**src/rtl/hall_pulse_gen_if.sv**
```systemverilog
`default_nettype none
// ============================================================================
// Module      : hall_pulse_gen_if
// Description : Command handshake bundle (speed, direction, valid/ready)
//               between the GPIO source and the hall pulse generator.
// Revision    : 1.0 - initial release
// ============================================================================
interface hall_pulse_gen_if;
    logic [15:0] rpm_cmd;
    logic        dir;
    logic        cmd_valid;
    logic        cmd_ready;

    modport master (output rpm_cmd, output dir, output cmd_valid, input  cmd_ready);
    modport slave  (input  rpm_cmd, input  dir, input  cmd_valid, output cmd_ready);
endinterface
`default_nettype wire

```
**src/rtl/hall_pulse_gen.sv**
```systemverilog
`default_nettype none
// ============================================================================
// Module      : hall_pulse_gen
// Description : Hall-sensor emulator turning an RPM/direction command into
//               SA/SB quadrature pulses with a serial divider for the period.
// Revision    : 1.0 - initial release
// ============================================================================
module hall_pulse_gen #(
    parameter int unsigned CLK_FREQ_HZ    = 100_000_000,
    parameter int unsigned PULSES_PER_REV = 1
) (
    input  wire logic           clk,
    input  wire logic           rst_n,
    hall_pulse_gen_if.slave     cmd,
    output logic                sa_output,
    output logic                sb_output,
    output logic                running,
    output logic [15:0]         rev_count
);

    // Clocks per quarter step at 1 RPM: f*60 / (4*PPR) = f*15/PPR
    localparam logic [63:0] NUM_WIDE  = (64'(CLK_FREQ_HZ) * 64'd15) / 64'(PULSES_PER_REV);
    localparam logic [31:0] NUMERATOR = NUM_WIDE[31:0];

    typedef enum logic [1:0] {
        IDLE   = 2'd0,
        DIVIDE = 2'd1,
        RUN    = 2'd2
    } state_t;

    state_t      r_state;
    logic        r_cmd_ready;
    logic [15:0] r_rpm;
    logic        r_dir;
    logic [31:0] r_num;
    logic [15:0] r_rem;
    logic [31:0] r_quo;
    logic [4:0]  r_div_cnt;
    logic [31:0] r_q;
    logic [31:0] r_qcnt;
    logic        r_sa;
    logic        r_sb;
    logic        r_running;
    logic [15:0] r_rev_count;

    logic        w_accept;
    logic        w_rpm_zero;
    logic [16:0] w_rem_shift;
    logic        w_ge;
    logic [15:0] w_rem_next;
    logic [31:0] w_quo_next;
    logic        w_sa_next;
    logic        w_sb_next;

    assign w_accept   = cmd.cmd_valid && r_cmd_ready;
    assign w_rpm_zero = (cmd.rpm_cmd == 16'd0);

    // One restoring-division step: bring in the next numerator bit
    assign w_rem_shift = {r_rem, r_num[31]};
    assign w_ge        = (w_rem_shift >= {1'b0, r_rpm});
    assign w_rem_next  = w_ge ? 16'(w_rem_shift - {1'b0, r_rpm}) : w_rem_shift[15:0];
    assign w_quo_next  = {r_quo[30:0], w_ge};

    // Gray-code step from the current levels, so direction flips never skip
    assign w_sa_next = r_dir ? ~r_sb : r_sb;
    assign w_sb_next = r_dir ? r_sa  : ~r_sa;

    always_ff @(posedge clk or negedge rst_n) begin
        if (!rst_n) begin
            r_state     <= IDLE;
            r_cmd_ready <= 1'b0;
            r_rpm       <= 16'd0;
            r_dir       <= 1'b0;
            r_num       <= 32'd0;
            r_rem       <= 16'd0;
            r_quo       <= 32'd0;
            r_div_cnt   <= 5'd0;
            r_q         <= 32'd0;
            r_qcnt      <= 32'd0;
            r_sa        <= 1'b0;
            r_sb        <= 1'b0;
            r_running   <= 1'b0;
            r_rev_count <= 16'd0;
        end else begin
            case (r_state)
                IDLE: begin
                    r_cmd_ready <= 1'b1;
                    if (w_accept && !w_rpm_zero) begin
                        r_rpm       <= cmd.rpm_cmd;
                        r_dir       <= cmd.dir;
                        r_num       <= NUMERATOR;
                        r_rem       <= 16'd0;
                        r_quo       <= 32'd0;
                        r_div_cnt   <= 5'd0;
                        r_cmd_ready <= 1'b0;
                        r_state     <= DIVIDE;
                    end
                end

                DIVIDE: begin
                    r_num     <= {r_num[30:0], 1'b0};
                    r_rem     <= w_rem_next;
                    r_quo     <= w_quo_next;
                    r_div_cnt <= r_div_cnt + 5'd1;
                    if (r_div_cnt == 5'd31) begin
                        r_q         <= (w_quo_next == 32'd0) ? 32'd1 : w_quo_next;
                        r_qcnt      <= 32'd0;
                        r_running   <= 1'b1;
                        r_cmd_ready <= 1'b1;
                        r_state     <= RUN;
                    end
                end

                RUN: begin
                    if (w_accept) begin
                        r_running <= 1'b0;
                        if (w_rpm_zero) begin
                            r_state <= IDLE;
                        end else begin
                            r_rpm       <= cmd.rpm_cmd;
                            r_dir       <= cmd.dir;
                            r_num       <= NUMERATOR;
                            r_rem       <= 16'd0;
                            r_quo       <= 32'd0;
                            r_div_cnt   <= 5'd0;
                            r_cmd_ready <= 1'b0;
                            r_state     <= DIVIDE;
                        end
                    end else if (r_qcnt == r_q - 32'd1) begin
                        r_qcnt <= 32'd0;
                        r_sa   <= w_sa_next;
                        r_sb   <= w_sb_next;
                        if (!r_sa && w_sa_next) begin
                            r_rev_count <= r_rev_count + 16'd1;
                        end
                    end else begin
                        r_qcnt <= r_qcnt + 32'd1;
                    end
                end

                default: begin
                    r_state     <= IDLE;
                    r_running   <= 1'b0;
                    r_cmd_ready <= 1'b1;
                end
            endcase
        end
    end

    assign cmd.cmd_ready = r_cmd_ready;
    assign sa_output     = r_sa;
    assign sb_output     = r_sb;
    assign running       = r_running;
    assign rev_count     = r_rev_count;

endmodule
`default_nettype wire

```
**src/flat_wrapper.sv**
```systemverilog
// flat-port wrapper written by rule: the top's interface ports become plain ports
module hall_pulse_gen_flat 
#(
    parameter int unsigned CLK_FREQ_HZ    = 100_000_000,
    parameter int unsigned PULSES_PER_REV = 1
)
  (clk, rst_n, sa_output, sb_output, running, rev_count, cmd_rpm_cmd, cmd_dir, cmd_cmd_valid, cmd_cmd_ready);
  hall_pulse_gen_if cmd_i ();
  input  wire logic clk;
  input  wire logic rst_n;
  output logic sa_output;
  output logic sb_output;
  output logic running;
  output logic [15:0] rev_count;
  input wire logic [$bits(cmd_i.rpm_cmd)-1:0] cmd_rpm_cmd;
  input wire logic [$bits(cmd_i.dir)-1:0] cmd_dir;
  input wire logic [$bits(cmd_i.cmd_valid)-1:0] cmd_cmd_valid;
  output wire logic [$bits(cmd_i.cmd_ready)-1:0] cmd_cmd_ready;
  assign cmd_i.rpm_cmd = cmd_rpm_cmd;
  assign cmd_i.dir = cmd_dir;
  assign cmd_i.cmd_valid = cmd_cmd_valid;
  assign cmd_cmd_ready = cmd_i.cmd_ready;
  hall_pulse_gen #(.CLK_FREQ_HZ(CLK_FREQ_HZ), .PULSES_PER_REV(PULSES_PER_REV)) u_core (.clk(clk), .rst_n(rst_n), .cmd(cmd_i), .sa_output(sa_output), .sb_output(sb_output), .running(running), .rev_count(rev_count));
endmodule
```
**config.mk**
```make
export PLATFORM = sky130hd
export DESIGN_NAME = hall_pulse_gen_flat
export DESIGN_NICKNAME = d
export VERILOG_FILES = /design/src/rtl/hall_pulse_gen_if.sv /design/src/rtl/hall_pulse_gen.sv /design/src/flat_wrapper.sv
export SDC_FILE = /design/constraint.sdc
export NUM_CORES = 1
export LEC_CHECK = 0
export CAP_MARGIN = 20
export CORE_MARGIN = 3
export CORE_UTILIZATION = 66
export CTS_CLUSTER_SIZE = 14
export DETAILED_ROUTE_END_ITERATION = 8
export MAX_ROUTING_LAYER = met4
export PLACE_DENSITY_LB_ADDON = 0.08
export SYNTH_ARGS = -nofsm -noshare
export SYNTH_HDL_FRONTEND = slang
export SYNTH_SLANG_ARGS = --single-unit
```
**constraint.sdc**
```tcl
create_clock -name clk -period 5.15 [get_ports clk]
set_input_delay 1.03 -clock clk [delete_from_list [all_inputs] [get_ports clk]]
set_output_delay 1.03 -clock clk [all_outputs]
set_load 0.02 [all_outputs]
```
== Yosys cells after proc, flatten, opt, wreduce, memory -nomap -nowiden ==
Cells that the tools add are included.
Word-level totals
  bits in registers: 187
  latch bits: 0
  memory bits (writable): 0
  ROM bits: 0
  bits of input ports: 20
  output and inout port bits: 20
  word-level logic and storage cells: 97
  memories: 0
Cells by class
  $add $sub $neg: 5
  multipliers: 0
  divide/modulo/power cells: 0
  magnitude comparators: 1
  equal/unequal tests: 9
  shifts and indexed selects: 0
  multiplexer cells: 44
  bitwise operators: 4
  reduce and logical (&&, ||, !) cells: 20
Operators with widths (number)
  2-to-1 mux 32 bit: 7
  2-to-1 mux 16 bit: 7
  case mux 32 bit (3 select lines): 1
  2-to-1 mux 31 bit: 3
  case mux 31 bit (3 select lines): 1
  case mux 32 bit (2 select lines): 1
  case mux 16 bit (3 select lines): 1
  adder 32 x 1 -> 32 bit (second input constant): 1
  == test 32 bit: 1
  zero test 32 bit: 1
  case mux 16 bit (2 select lines): 1
  subtractor 32 x 1 -> 32 bit (second input constant): 1
  greater-or-equal comparator 17 x 16 -> 1 bit: 1
  adder 16 x 1 -> 16 bit (second input constant): 1
  zero test 16 bit: 1
  subtractor 16 bit: 1
  2-to-1 mux 5 bit: 3
  case mux 5 bit (3 select lines): 1
  AND reduction 3 bit: 5
  AND reduction 4 bit: 3
  2-to-1 mux 1 bit: 11
  2-to-1 mux 2 bit: 3
  inequality test 2 x 1 -> 1 bit (second input constant): 3
  case mux 1 bit (3 select lines): 2
  other kinds (14): 22

== Logic depth before layout (Yosys ltp) ==
Gate-level depths: netlist of the first run.
  word-level depth: 5
  gate-level depth with buffers: 14

== Least setup slack after synthesis of the first run ==
No wires, ideal clock.
  path kind: flip-flop to flip-flop
  start point: reg u_core.r_q[1]
  end point: reg u_core.r_qcnt[1]
  library setup time: 0.121 ns
  arrival: 2.993 ns
  required time: 5.029 ns
  setup slack: 2.036 ns
  cell stages (with the launch flop): 12
  buffers on the path: 2
  period minus slack after synthesis: 3.114 ns
  cells stage by stage: dfrtp_1 > or4_1 > clkbuf_1 > o41ai_1 > mux2i_1 > o211ai_1 > a2111oi_2 > o2111a_1 > o2111ai_4 > and2_1 > buf_2 > a22o_1
On the way
  longest elaborated chain between the ends: 5
RTL lines
  start: declaration: RTL line hall_pulse_gen.sv:39  | logic [31:0] r_q;
  start signal: assignment: RTL line hall_pulse_gen.sv:106  | r_q <= (w_quo_next == 32'd0) ? 32'd1 : w_quo_next;
  subtractor 32 x 1 -> 32 bit: RTL line hall_pulse_gen.sv:129  | end else if (r_qcnt == r_q - 32'd1) begin
  == test 32 bit: RTL line hall_pulse_gen.sv:129
  2-to-1 mux 32 bit: RTL line hall_pulse_gen.sv:129
  2-to-1 mux 32 bit: RTL line hall_pulse_gen.sv:115  | if (w_accept) begin
  case mux 32 bit (2 select lines): RTL line hall_pulse_gen.sv:85  | case (r_state)
  end signal: assignment: RTL line hall_pulse_gen.sv:137  | r_qcnt <= r_qcnt + 32'd1;
  end: declaration: RTL line hall_pulse_gen.sv:40  | logic [31:0] r_qcnt;
No other way between the ends. The select of a mux whose other input is x is not followed.
A chain may end at the register's enable or synchronous reset.

== Worst setup path after layout of the first run ==
  start point: reg u_core.r_q[4]
  end point: reg u_core.r_qcnt[15]
The elaborated chain is that of the path after synthesis.

==> results.py, run 1 <==
metrics = {
    "outcome": {
        "status": "finished clean",
    },
    "floorplanning": {
        "start_util": 0.681,
        "io_pins": 40,
        "coreArea_um2": 14600,
        "dieWidth_um": 129,
        "die_y_um": 129,
        "row_count": 44,
        "dieArea_um2": 16600,
    },
    "logic_synthesis": {
        "synthCells": 1095,
        "syn_area_um2": 9980,
        "ys_ff_latch": 179,
        "ys_warn_count": 0,
        "ys_types": 66,
        "ys_seq_area_frac": 0.449,
        "synth_edf_count": 0,
        "synth_nets": 1137,
        "synth-async-reset-ratio": 1.00,
        "avgSynthCellArea_um2": 9.11,
        "synthFlopType": "dfrtp_1",
    },
    "finish": {
        "multiInputGateArea_um2": 5100,
        "instances_no_fill": 1298,
        "final_layout_size_suffix_gt1_frac": 0.0996,
        "n_antenna_cell": 0,
        "fillCellCount": 1056,
        "postLayoutCellArea_um2": 11100,
        "post-route-util": 0.757,
        "nNetsFinal": 1143,
        "regArea_um2": 4480,
        "area_growth_pct": 11.0,
    },
    "clock_tree": {
        "clock_tree.root_cell": "clkbuf_16",
        "hold_buffers": 0,
        "cts_buffer_depth": 2,
        "cts.sinks": 179,
        "cts_resized": 0,
        "cts_tree": "built",
        "clk_pin_slew_ns": 0.07,
        "clk_latency_ns": 0.45,
        "h-tree-depth": 4,
        "post_cts_buffers": 0,
        "cts_buffers": 17,
    },
    "worst_setup_path": {
        "cp_max_fo": 19,
        "r2r_slack_ns": 1.12,
        "required_ns": 5.48,
        "worstSetupPathType": "reg2reg",
        "start_kind": "register",
        "path_delay_family": "simple AND/OR/NAND/NOR gates",
        "cp_cell_sequence": "nor4_4, nand2_1, xnor2_1, or4b_1, a2111oi_2, o2111a_1, o2111ai_4, buf_4, a31o_2, a22o_1",
        "arrival_ns": 4.36,
        "path_buf_inv": 1,
        "cpMaxStageDelayCell": "nor4_4",
        "endpoint_kind": "register",
        "slowest_delay_ns": 0.59,
    },
    "global_route": {
        "grt_pass1_vias": 7680,
        "grt_max_degree": 97,
        "grtUsageTotal": 0.284,
        "antenna_found_initial": 0,
        "grt_pass1_wl_um": 37200,
        "grt_overflow": 0,
    },
    "power": {
        "ir_worst_vdd_uv": 443,
        "power_density_nw_per_um2": 534,
        "power_leakage_nw": 4.73,
        "p_total_mw": 5.92,
    },
    "sta": {
        "tightest_slew_ns": 0.873,
        "fin_crit_ns": 4.03,
        "fmax_mhz": 248,
        "hold_viol": 0,
        "post-route-period-util": 0.783,
        "rsz0062_at_grt": "false",
        "slew_headroom": 0.418,
        "final.setup.tns_ns": 0,
        "maxSlewViolCount": 0,
        "clock-skew-final_ns": 0.0147,
        "setup_viol": 0,
    },
    "placement": {
        "gp_congestion": 0.928,
        "dp_cells": 1265,
        "portBuffers": 39,
        "dpl_cell_area_um2": 10500,
        "dpl.hpwl_um": 14800,
    },
    "route": {
        "dr_total_vias": 8027,
        "dr.pass1.iters": 5,
        "viasPerCell": 6.18,
        "detail-route-antenna-nets": 0,
        "routedWlPerCell_um": 16.8,
        "route.detailed.drc": 0,
        "totalWireLength_um": 21900,
        "first_iter_violations": 785,
    },
    "job": {
        "drv_cap": 0,
    },
    "min_path": {
        "hold_path.class": "reg2reg",
    },
}
through the flow:
stage | hold slack [ns] | worst slack (ns)
after detailed placement | 0.467 | 1.13
after CTS | 0.486 | 1.12
after global routing | 0.503 | 0.794
after floorplan | 0.447 | 2.04
final | 0.480 | 1.12
after global placement | 0.461 | 1.25
layer usage:
layer | GRT usage | vias up | wire [um]
met5 | - | - | 0
met4 | 0.0772 | 0 | 367
li1 | - | 3907 | -
met2 | 0.452 | 183 | 10700
met1 | 0.374 | 3906 | 9880
met3 | 0.0569 | 31 | 881
state kept, by name, indices dropped and copies added (netlist names):
name,count
u_core.r_rpm,16
u_core.r_qcnt,32
u_core.sa_output,1
u_core.rev_count,16
u_core.r_dir,1
u_core.sb_output,1
u_core.r_state,2
u_core.running,1
u_core.r_q,32
u_core.r_quo,31
u_core.cmd.cmd_ready,1
u_core.r_rem,16
u_core.r_div_cnt,5
u_core.r_num,24
kinds of logic after synthesis:
family / Yosys count / share of synthesized area
multiplexers: 62 / 0.0670
flip-flops: 179 / 0.449
XOR/XNOR: 65 / 0.0571
buffers and inverters: 106 / 0.0421
adder cells (fa/ha/maj): 22 / 0.0283
AND/OR/NAND/NOR: 451 / 0.224
AO/OA/AOI/OAI: 210 / 0.132
cells in the mapped netlist, types with 28 or more instances:
master,n,share of area
nand3_1,47,0.024
inv_1,39,0.015
dfrtp_1,179,0.45
xor2_1,41,0.036
nor3_1,36,0.018
mux2_2,38,0.043
nor2_1,48,0.018
a21oi_1,28,0.014
clkbuf_1,53,0.020
o21ai_0,95,0.048
nand2_1,189,0.071
where the power goes:
part	total [mW]	switching [mW]	internal [mW]
Combinational	2.36	1.29	1.07
Sequential	2.30	0.437	1.87
Clock	1.26	0.605	0.652
worst paths after layout:
| check | from | endpoint | cells past startpoint |
|---|---|---|---|
| max in group asynchronous | rst_n | u_core.r_num[15]$_DFFE_PN0P_ | 2 |
| min in group asynchronous | rst_n | u_core.r_qcnt[7]$_DFFE_PN0P_ | 1 |
| min reg2reg | u_core.rev_count[15]$_DFFE_PN0P_ | u_core.rev_count[15]$_DFFE_PN0P_ | 1 |
| max reg2reg | u_core.r_q[4]$_DFFE_PN0P_ | u_core.r_qcnt[15]$_DFFE_PN0P_ | 10 |
| min | u_core.rev_count[15]$_DFFE_PN0P_ | u_core.rev_count[15]$_DFFE_PN0P_ | 1 |
| max | u_core.r_q[4]$_DFFE_PN0P_ | u_core.r_qcnt[15]$_DFFE_PN0P_ | 10 |
worst register-to-register path: cells and delay by family, from the launching register on:
kind            cells  cell delay, ns
flops               1            0.50
buf+inv             1            0.33
xor+xnor            1            0.20
compound gates      5            1.44
simple gates        3            1.43
cells in the final DEF, fill, tap and decap left out, types with 36 or more instances in the layout:
cell type	Yosys	layout
clkdlybuf4s50_1	0	38
dfrtp_1	179	179
nor2_1	48	48
nand3_1	47	47
o21ai_0	95	95
nor3_1	36	36
xor2_1	41	41
inv_1	39	39
nand2_1	189	189
mux2_2	38	38
layout make-up:
type                    count  share of cell area
well taps                 184              0.0208
repair buffers             54              0.0491
clock buffers              18              0.0396
flip-flops and latches    179               0.404
inverters                  39              0.0132
clock inverters            14              0.0124
multi-input cells         810               0.461
(Power assumes the default switching activity.)
==> run 2: changes to the inputs <==
CORE_UTILIZATION = 62   (was 66)
clock period = 4.1 ns   (was 5.15 ns; I/O delays follow)
==> results.py, run 2 (synthesized netlist as in run 1, its figures left out) <==
metrics = {
    "sta": {
        "hold_viol": 0,
        "fin_crit_ns": 3.92,
        "clock-skew-final_ns": 0.0141,
        "worst_slack_ns": 0.178,
        "fmax_mhz": 255,
        "post-route-period-util": 0.957,
        "tightest_slew_ns": 0.983,
        "setup_viol": 0,
        "maxSlewViolCount": 0,
        "final.setup.tns_ns": 0,
        "slew_headroom": 0.345,
    },
    "min_path": {
        "hold_path.class": "in2async",
    },
    "global_route": {
        "grtUsageTotal": 0.276,
        "antenna_found_initial": 0,
        "grt_pass1_wl_um": 38800,
        "grt_max_degree": 101,
        "grt_overflow": 0,
        "grt_pass1_vias": 7874,
    },
    "floorplanning": {
        "start_util": 0.644,
        "io_pins": 40,
        "coreArea_um2": 15500,
        "die_y_um": 133,
        "dieArea_um2": 17700,
        "row_count": 45,
        "dieWidth_um": 133,
    },
    "route": {
        "dr.pass1.iters": 5,
        "dr_total_vias": 8150,
        "detail-route-antenna-nets": 0,
        "routedWlPerCell_um": 17.1,
        "route.detailed.drc": 0,
        "first_iter_violations": 694,
        "viasPerCell": 6.11,
        "totalWireLength_um": 22800,
    },
    "finish": {
        "postLayoutCellArea_um2": 11200,
        "area_growth_pct": 12.2,
        "n_antenna_cell": 0,
        "nNetsFinal": 1152,
        "layout_commonest_cell": "nand2_1",
        "top_regs": "u_core.r_q (32), u_core.r_qcnt (32), u_core.r_quo (31)",
        "post-route-util": 0.723,
        "final_layout_size_suffix_gt1_frac": 0.109,
        "fillCellCount": 1160,
        "mostFrequentLayoutCells": "nand2_1 (189), dfrtp_1 (179), o21ai_0 (95), nor2_1 (48), nand3_1 (47)",
        "instances_no_fill": 1334,
    },
    "power": {
        "cell_internal_pwr_mw": 4.56,
        "power_density_nw_per_um2": 672,
        "ir_worst_vdd_uv": 516,
        "p_seq_frac": 0.383,
        "p_clk_frac": 0.221,
        "power_leakage_nw": 4.77,
        "swShare": 0.394,
        "netSwitchingPower_mw": 2.97,
        "p_comb_frac": 0.396,
    },
    "clock_tree": {
        "cts_buffer_depth": 2,
        "h-tree-depth": 4,
        "clock_tree.root_cell": "clkbuf_16",
        "cts_buffers": 17,
        "clk_latency_ns": 0.44,
        "clk_pin_slew_ns": 0.07,
        "hold_buffers": 0,
        "cts_tree": "built",
        "cts.sinks": 179,
    },
    "placement": {
        "gp_congestion": 0.986,
        "dpl.hpwl_um": 15500,
        "place_ws_ns": 0.149,
        "portBuffers": 39,
        "dpl_cell_area_um2": 10600,
        "dp_cells": 1299,
    },
    "worst_setup_path": {
        "required_ns": 4.42,
        "endpoint_kind": "register",
        "arrival_ns": 4.24,
        "worstSetupPathType": "reg2reg",
        "cp_max_fo": 36,
        "start_kind": "register",
    },
    "outcome": {
        "status": "finished clean",
    },
    "job": {
        "drv_cap": 0,
    },
}
-- run 2: cell types whose count changed in the layout (fill, tap and decap cells not counted), sizes merged --
cell,before,now
bufinv,0,1
clkinv,7,5
inv,45,44
clkinvlp,1,3
buf,16,25
-- run 2: worst max-delay path: stages (launching register included) --
cell and delay [ns]:
dfrtp_1 0.46, or4_1 0.65, o41ai_1 0.39, mux2i_1 0.25
o211ai_1 0.15, a2111oi_2 0.47, o2111a_1 0.31, o2111ai_4 0.34
buf_6 0.32, a31o_2 0.26, a22o_1 0.18
-- run 2: per-stage QoR --
stage               hold WS, ns  total power, mW
global route              0.510             8.14
detailed placement        0.463             5.86
global placement          0.458             5.74
CTS                       0.483             7.56
floorplan                 0.447             5.09
finish                    0.465             7.52
-- run 2: cell type report --
class                           count  area, um^2  area share
Multi-Input combinational cell    810        5110       0.457
Sequential cell                   179        4480       0.400
Timing Repair Buffer               63         588      0.0525
Clock buffer                       18         439      0.0392
Tap cell                          211         264      0.0236
Clock inverter                     14         165      0.0148
Inverter                           39         146      0.0131
-- run 2: path summary, 6_finish.rpt --
kind,from,end,slack [ns],depth (start not counted)
max reg2reg,u_core.r_q[2]$_DFFE_PN0P_,u_core.r_qcnt[21]$_DFFE_PN0P_,0.18,10
min reg2reg,u_core.r_num[8]$_DFFE_PN0P_,u_core.r_num[8]$_DFFE_PN0P_,0.48,2
max,u_core.r_q[2]$_DFFE_PN0P_,u_core.r_qcnt[21]$_DFFE_PN0P_,0.18,10
min,rst_n,u_core.r_qcnt[10]$_DFFE_PN0P_,0.46,1
min in group clk,u_core.r_num[8]$_DFFE_PN0P_,u_core.r_num[8]$_DFFE_PN0P_,0.48,2
max in group asynchronous,rst_n,u_core.r_num[24]$_DFFE_PN0P_,2.65,2
-- run 2: metal layers --
metal / part of all wire / wire [um] / global-route usage / vias to the layer above
met3: 0.045 / 1020 / 0.0490 / 51
met1: 0.44 / 9970 / 0.358 / 3965
li1: - / - / - / 3919
met4: 0.025 / 565 / 0.100 / 0
met5: 0 / 0 / - / -
met2: 0.49 / 11200 / 0.436 / 215
-- run 2: power groups by stage --
stage	Combinational (mW)	Sequential [mW]	Clock, mW
2_1_floorplan	2.37	2.73	0
3_3_place_gp	2.87	2.88	0
3_5_place_dp	2.96	2.90	0
4_1_cts	3.00	2.87	1.69
5_1_grt	3.41	2.96	1.77
6_report	2.98	2.88	1.66
-- run 2: what timing repair did --
item,CTS,global route
endpoints found under the setup margin,0,28
buffers inserted,0,3
resized for setup,0,2
==> run 3: changes to the inputs <==
CTS_CLUSTER_DIAMETER = 120   (was unset)
==> results of run 3 <==
Same layout as run 2: the final DEF is identical, and so are final timing and power.
==> edit 1, RTL diff (flow settings as in run 2) <==
Encoding of `state_t`: now one-hot (3 bits for 3 states).
--- a/src/rtl/hall_pulse_gen.sv
+++ b/src/rtl/hall_pulse_gen.sv
@@ -23,8 +23,8 @@
     localparam logic [31:0] NUMERATOR = NUM_WIDE[31:0];
 
-    typedef enum logic [1:0] {
-        IDLE   = 2'd0,
-        DIVIDE = 2'd1,
-        RUN    = 2'd2
+    typedef enum logic [2:0] {
+        IDLE   = 3'b001,
+        DIVIDE = 3'b010,
+        RUN    = 3'b100
     } state_t;
 
Check against the original RTL: no difference found for any inputs over 10 cycles, from zero or initial values and one cycle with rst_n low; not proved beyond that.
==> edit 1 against run 2 <==
- worst setup slack improved by 0.13 ns
- cell area decreased by 4.2%
- routed wire length fell by 6.4%
- critical path depth unchanged
- sequential cell count up 1
- first-iteration DRC count decreased by 13%
- highest routed layer unchanged
- area after synthesis is 5.0% lower
- count of clock-buffer cells in the layout did not move
Power is not compared: it rests on default switching activity, and its combinational part moved more than twofold at a synthesized area within 25%.
==> edit 1: results (changes against run 2) <==
* Setup crit start: u_core.r_q[7]$_DFFE_PN0P_
* Met1 Track Usage GR at 0.356 (-0.00254)
* Leading post-synthesis cells by cell area: dfrtp_1, a22o_1, xnor2_1
* Setup Skew at 0.0145 ns (+0.000424 ns)
* R2r endpoint: u_core.sb_output$_DFFE_PN0P_
* Async set or reset register ratio after synthesis at 1.00 (unchanged)
* Post-synthesis sequential area ratio at 0.475 (+0.0265)
* CTS Root Buffer Type: clkbuf_16
* Worst slew pin tran at 1.03 ns (+0.0515 ns)
* DP HPWL at 15.2 mm (-2.2%)
* Synth cell count leaders: dfrtp_1, a22o_1, nor2_1
* Critical Path AT at 4.11 ns (-0.13 ns)
* IR drop worst, VDD at 0.000495 V
* Met2 track demand over resource at 0.434 (-0.00250)
* Syn Nets at 950 (-16%)
* WL final at 21.3 mm (-6.4%)
* All-Layer GR Usage at 0.272 (-0.00379)
* Detailed Route Iter0 Violations at 601 (-13%)
* First-pass GRT wire length at 35.4 mm (-8.7%)
* Met3 Track Usage GR at 0.0536 (+0.00454)
* Vias per inst at 6.41 (+5.0%)
* Fraction of layout cells with a size suffix above 1 at 0.0904 (-0.0182)
* Largest net degree at the start of global routing at 85 (-16%)
* Flop-to-flop setup slack at 0.30 ns (+0.13 ns)
* Ys Warns at 0 (unchanged)
* Distinct cells, synth at 64 (-3.0%)
* Fin nets at 980 (-15%)
* Gpl congestion at 0.957 (-3.0%)
* Crit Path Max Fanout at 23 (-36%)
* Initial antenna violation count at 0 (unchanged)
* Vias in the first global route at 7,080 (-10%)
* Outcome: completed
* Filler cells at 1,018 (-12%)
* Cts bufs inserted at 17 (unchanged)
[edit 1: worst max-delay path, stage by stage (launching register included)]
cell	delay (ns)
dfrtp_1	0.46
or4_1	0.58
nor4_1	0.65
nand4_1	0.32
xnor2_1	0.20
o221ai_1	0.17
a21oi_1	0.19
nor4b_4	0.38
buf_12	0.20
nor2b_1	0.20
mux2_1	0.34
[edit 1: report_power, final]
part | total (uW) | internal, uW | switching, uW
Sequential | 2130 | 1980 | 148
Combinational | 1080 | 474 | 610
Clock | 1670 | 884 | 788
[edit 1: metrics by stage]
| step | setup WS, ns | std cells | area [um^2] | hold slack (ns) |
|---|---|---|---|---|
| after floorplan | 0.804 | 908 | 9480 | 0.451 |
| final | 0.304 | 1135 | 10700 | 0.428 |
| after global placement | 0.382 | 1102 | 10100 | 0.461 |
| after detailed placement | 0.314 | 1102 | 10100 | 0.477 |
| after global routing | 0.0204 | 1135 | 10700 | 0.476 |
| after CTS | 0.293 | 1134 | 10700 | 0.452 |
[edit 1: cells by family (layout without fill, tap and decap cells)]
group	after synthesis	count (layout)	share of synthesized area
AND/OR/NAND/NOR	302	302	0.175
AO/OA/AOI/OAI	200	200	0.161
flip-flops	180	180	0.475
XOR/XNOR	95	95	0.0878
buffers and inverters	75	118	0.0316
multiplexers	34	34	0.0387
adder cells (fa/ha/maj)	22	22	0.0298
[edit 1: layer usage]
layer  part of all wire  vias to the layer above  routed length [um]
met5                  0                        -                   0
met4              0.021                        0                 458
met3              0.040                       35                 860
met2               0.49                      198               10300
met1               0.45                     3636                9650
li1                   -                     3409                   -
[edit 1: final cells by class]
class | instances | share of cell area
inverters | 30 | 0.0105
clock inverters | 14 | 0.0172
repair buffers | 56 | 0.0515
flip-flops and latches | 180 | 0.420
multi-input cells | 653 | 0.439
clock buffers | 18 | 0.0400
well taps | 184 | 0.0215
==> edit 2, RTL diff (config.mk and constraints of run 2) <==
Made on the original files. `CLK_FREQ_HZ` is set to 100_000_000 in 2 places; all go to 50_000_000.
--- a/src/rtl/hall_pulse_gen.sv
+++ b/src/rtl/hall_pulse_gen.sv
@@ -7,5 +7,5 @@
 // ============================================================================
 module hall_pulse_gen #(
-    parameter int unsigned CLK_FREQ_HZ    = 100_000_000,
+    parameter int unsigned CLK_FREQ_HZ    = 50_000_000,
     parameter int unsigned PULSES_PER_REV = 1
 ) (
--- a/src/flat_wrapper.sv
+++ b/src/flat_wrapper.sv
@@ -2,5 +2,5 @@
 module hall_pulse_gen_flat 
 #(
-    parameter int unsigned CLK_FREQ_HZ    = 100_000_000,
+    parameter int unsigned CLK_FREQ_HZ    = 50_000_000,
     parameter int unsigned PULSES_PER_REV = 1
 )
Function: same outputs for any inputs over 4 cycles, from zero or initial values and one cycle with rst_n low; that may be too few to reach the edited logic, so the function may still have changed.
==> edit 2 against run 2 <==
- total power rose by 21%
- highest routed layer unchanged
- largest power group unchanged
- cell area fell by 1.3%
- synthesized cell count did not move
- largest cell class unchanged
- routed wire length fell by 1.9%
- non-clock buffer count fell by 5
- hold slack improved by 0.0017 ns
- sequential cell count rose by 1
- core utilization fell by 0.69 points
- worst setup slack improved by 0.016 ns
- die area fell by 0.51%
- combinational power rose by 54%
- critical endpoint is now u_core.r_qcnt[7]$_DFFE_PN0P_
- area after synthesis fell by 0.54%
==> edit 2: results (changes against run 2) <==
* Port bufs at 39 (unchanged)
* Synthesized-area fraction occupied by xor and xnor cells at 0.0609 (+0.00384)
* Cell family with the largest share of critical-path delay: simple AND/OR/NAND/NOR gates
* Drt wl/cell at 16.9 um (-1.3%)
* Fraction of layout cells with a size suffix above 1 at 0.0772 (-0.0314)
* Pre-CTS setup slack at 0.224 ns (+0.0750 ns)
* Normalized max-slew margin at 0.428 (+0.0836)
* Crit Path Max Fanout at 29 (-19%)
* Ys Warns at 0 (unchanged)
* DP HPWL at 15.1 mm (-2.9%)
* Initial antenna violation count at 0 (unchanged)
* Syn Nets at 1,137 (unchanged)
* Post-synthesis sequential area ratio at 0.454 (+0.00495)
* IR drop worst, VDD at 0.000530 V (+2.6%)
* Setup Skew at 0.0127 ns (-0.00133 ns)
* Post-Synth Adder-Cell Area at 0.0295 (+0.00116)
* Synth cell count leaders: nand2_1, dfrtp_1, o21ai_0
* Largest net degree at the start of global routing at 97 (-4.0%)
* Critical path's slowest cell: or4_4
* Filler cells at 1,232 (+6.2%)
* HP Class: in2async
* R2R depth at 10 (unchanged)
* First-pass GRT wire length at 37.6 mm (-3.1%)
* Vias in the first global route at 7,656 (-2.8%)
* Post-synthesis mux area share at 0.0266 (-0.0404)
* All-Layer GR Usage at 0.268 (-0.00773)
* Outcome: completed
* Leading post-synthesis cells by cell area: dfrtp_1, nand2_1, o21ai_0
* # H-tree levels at 4 (unchanged)
* Leak at 0.00490 uW (+2.7%)
* CP peak stage delay at 0.61 ns (-0.04 ns)
* Vias per inst at 6.09 (-0.28%)
* Gpl congestion at 0.887 (-10%)
* Compound-Gate Fraction of Synth Area at 0.149 (+0.0169)
* Sw Ratio at 0.433 (+0.0381)
* Detailed Route Iter0 Violations at 583 (-16%)
==> edit 2: cell count changes in the layout (fill, tap and decap cells not counted), moves of 5 or more <==
| cell | before | now |
|---|---|---|
| a22o_1 | 5 | 40 |
| mux2_2 | 38 | 3 |
| xnor2_1 | 24 | 40 |
| xor2_1 | 41 | 29 |
| nand3_1 | 47 | 57 |
| nor4_1 | 21 | 31 |
| inv_1 | 39 | 30 |
| nor3_1 | 36 | 27 |
| nor2_1 | 48 | 55 |
| nand2_1 | 189 | 194 |
| nand4_1 | 24 | 19 |
| o21ai_0 | 95 | 90 |
==> edit 2: area by class of cell <==
cell class,count,share of cell area
Clock inverter,14,0.0144
Sequential cell,180,0.408
Clock buffer,18,0.0398
Inverter,30,0.0102
Tap cell,211,0.0239
Timing Repair Buffer,58,0.0484
Multi-Input combinational cell,814,0.456
==> edit 2: final timing paths <==
kind / end / slack (ns)
min in group clk: u_core.rev_count[15]$_DFFE_PN0P_ / 0.48
worst max-delay path: u_core.r_qcnt[7]$_DFFE_PN0P_ / 0.19
worst min-delay path: u_core.r_qcnt[13]$_DFFE_PN0P_ / 0.47
worst min register to register: u_core.rev_count[15]$_DFFE_PN0P_ / 0.48
max in group asynchronous: u_core.r_num[29]$_DFFE_PN0P_ / 2.75
worst max register to register: u_core.r_qcnt[7]$_DFFE_PN0P_ / 0.19
==> edit 2: cell families after synthesis <==
family,after synthesis
mux,26
simple gates,467
fa+ha+maj,23
compound gates,229
xor+xnor,69
flops,180
buf+inv,101
==> edit 2: per-stage QoR <==
stage / total power (uW) / TNS (ns) / cells / cell area, um^2
2_1_floorplan: 6390 / 0 / 1095 / 9920
3_3_place_gp: 7230 / 0 / 1293 / 10400
3_5_place_dp: 7400 / 0 / 1293 / 10400
4_1_cts: 9080 / 0 / 1325 / 11000
5_1_grt: 9770 / -0.00167 / 1325 / 11000
6_report: 9070 / 0 / 1325 / 11000
==> edit 2: layer usage <==
| metal | vias to the layer above | GRT usage | share of wire |
|---|---|---|---|
| li1 | 3909 | - | - |
| met1 | 3963 | 0.363 | 0.46 |
| met2 | 162 | 0.417 | 0.48 |
| met3 | 38 | 0.0471 | 0.039 |
| met4 | 0 | 0.0820 | 0.019 |
| met5 | - | - | 0 |
==> edit 2: power by group through the flow <==
stage | logic (uW) | clock network [uW] | registers [uW]
2_1_floorplan | 3710 | 0 | 2680
3_3_place_gp | 4380 | 0 | 2850
3_5_place_dp | 4530 | 0 | 2870
4_1_cts | 4580 | 1660 | 2840
5_1_grt | 5100 | 1740 | 2930
6_report | 4580 | 1640 | 2850
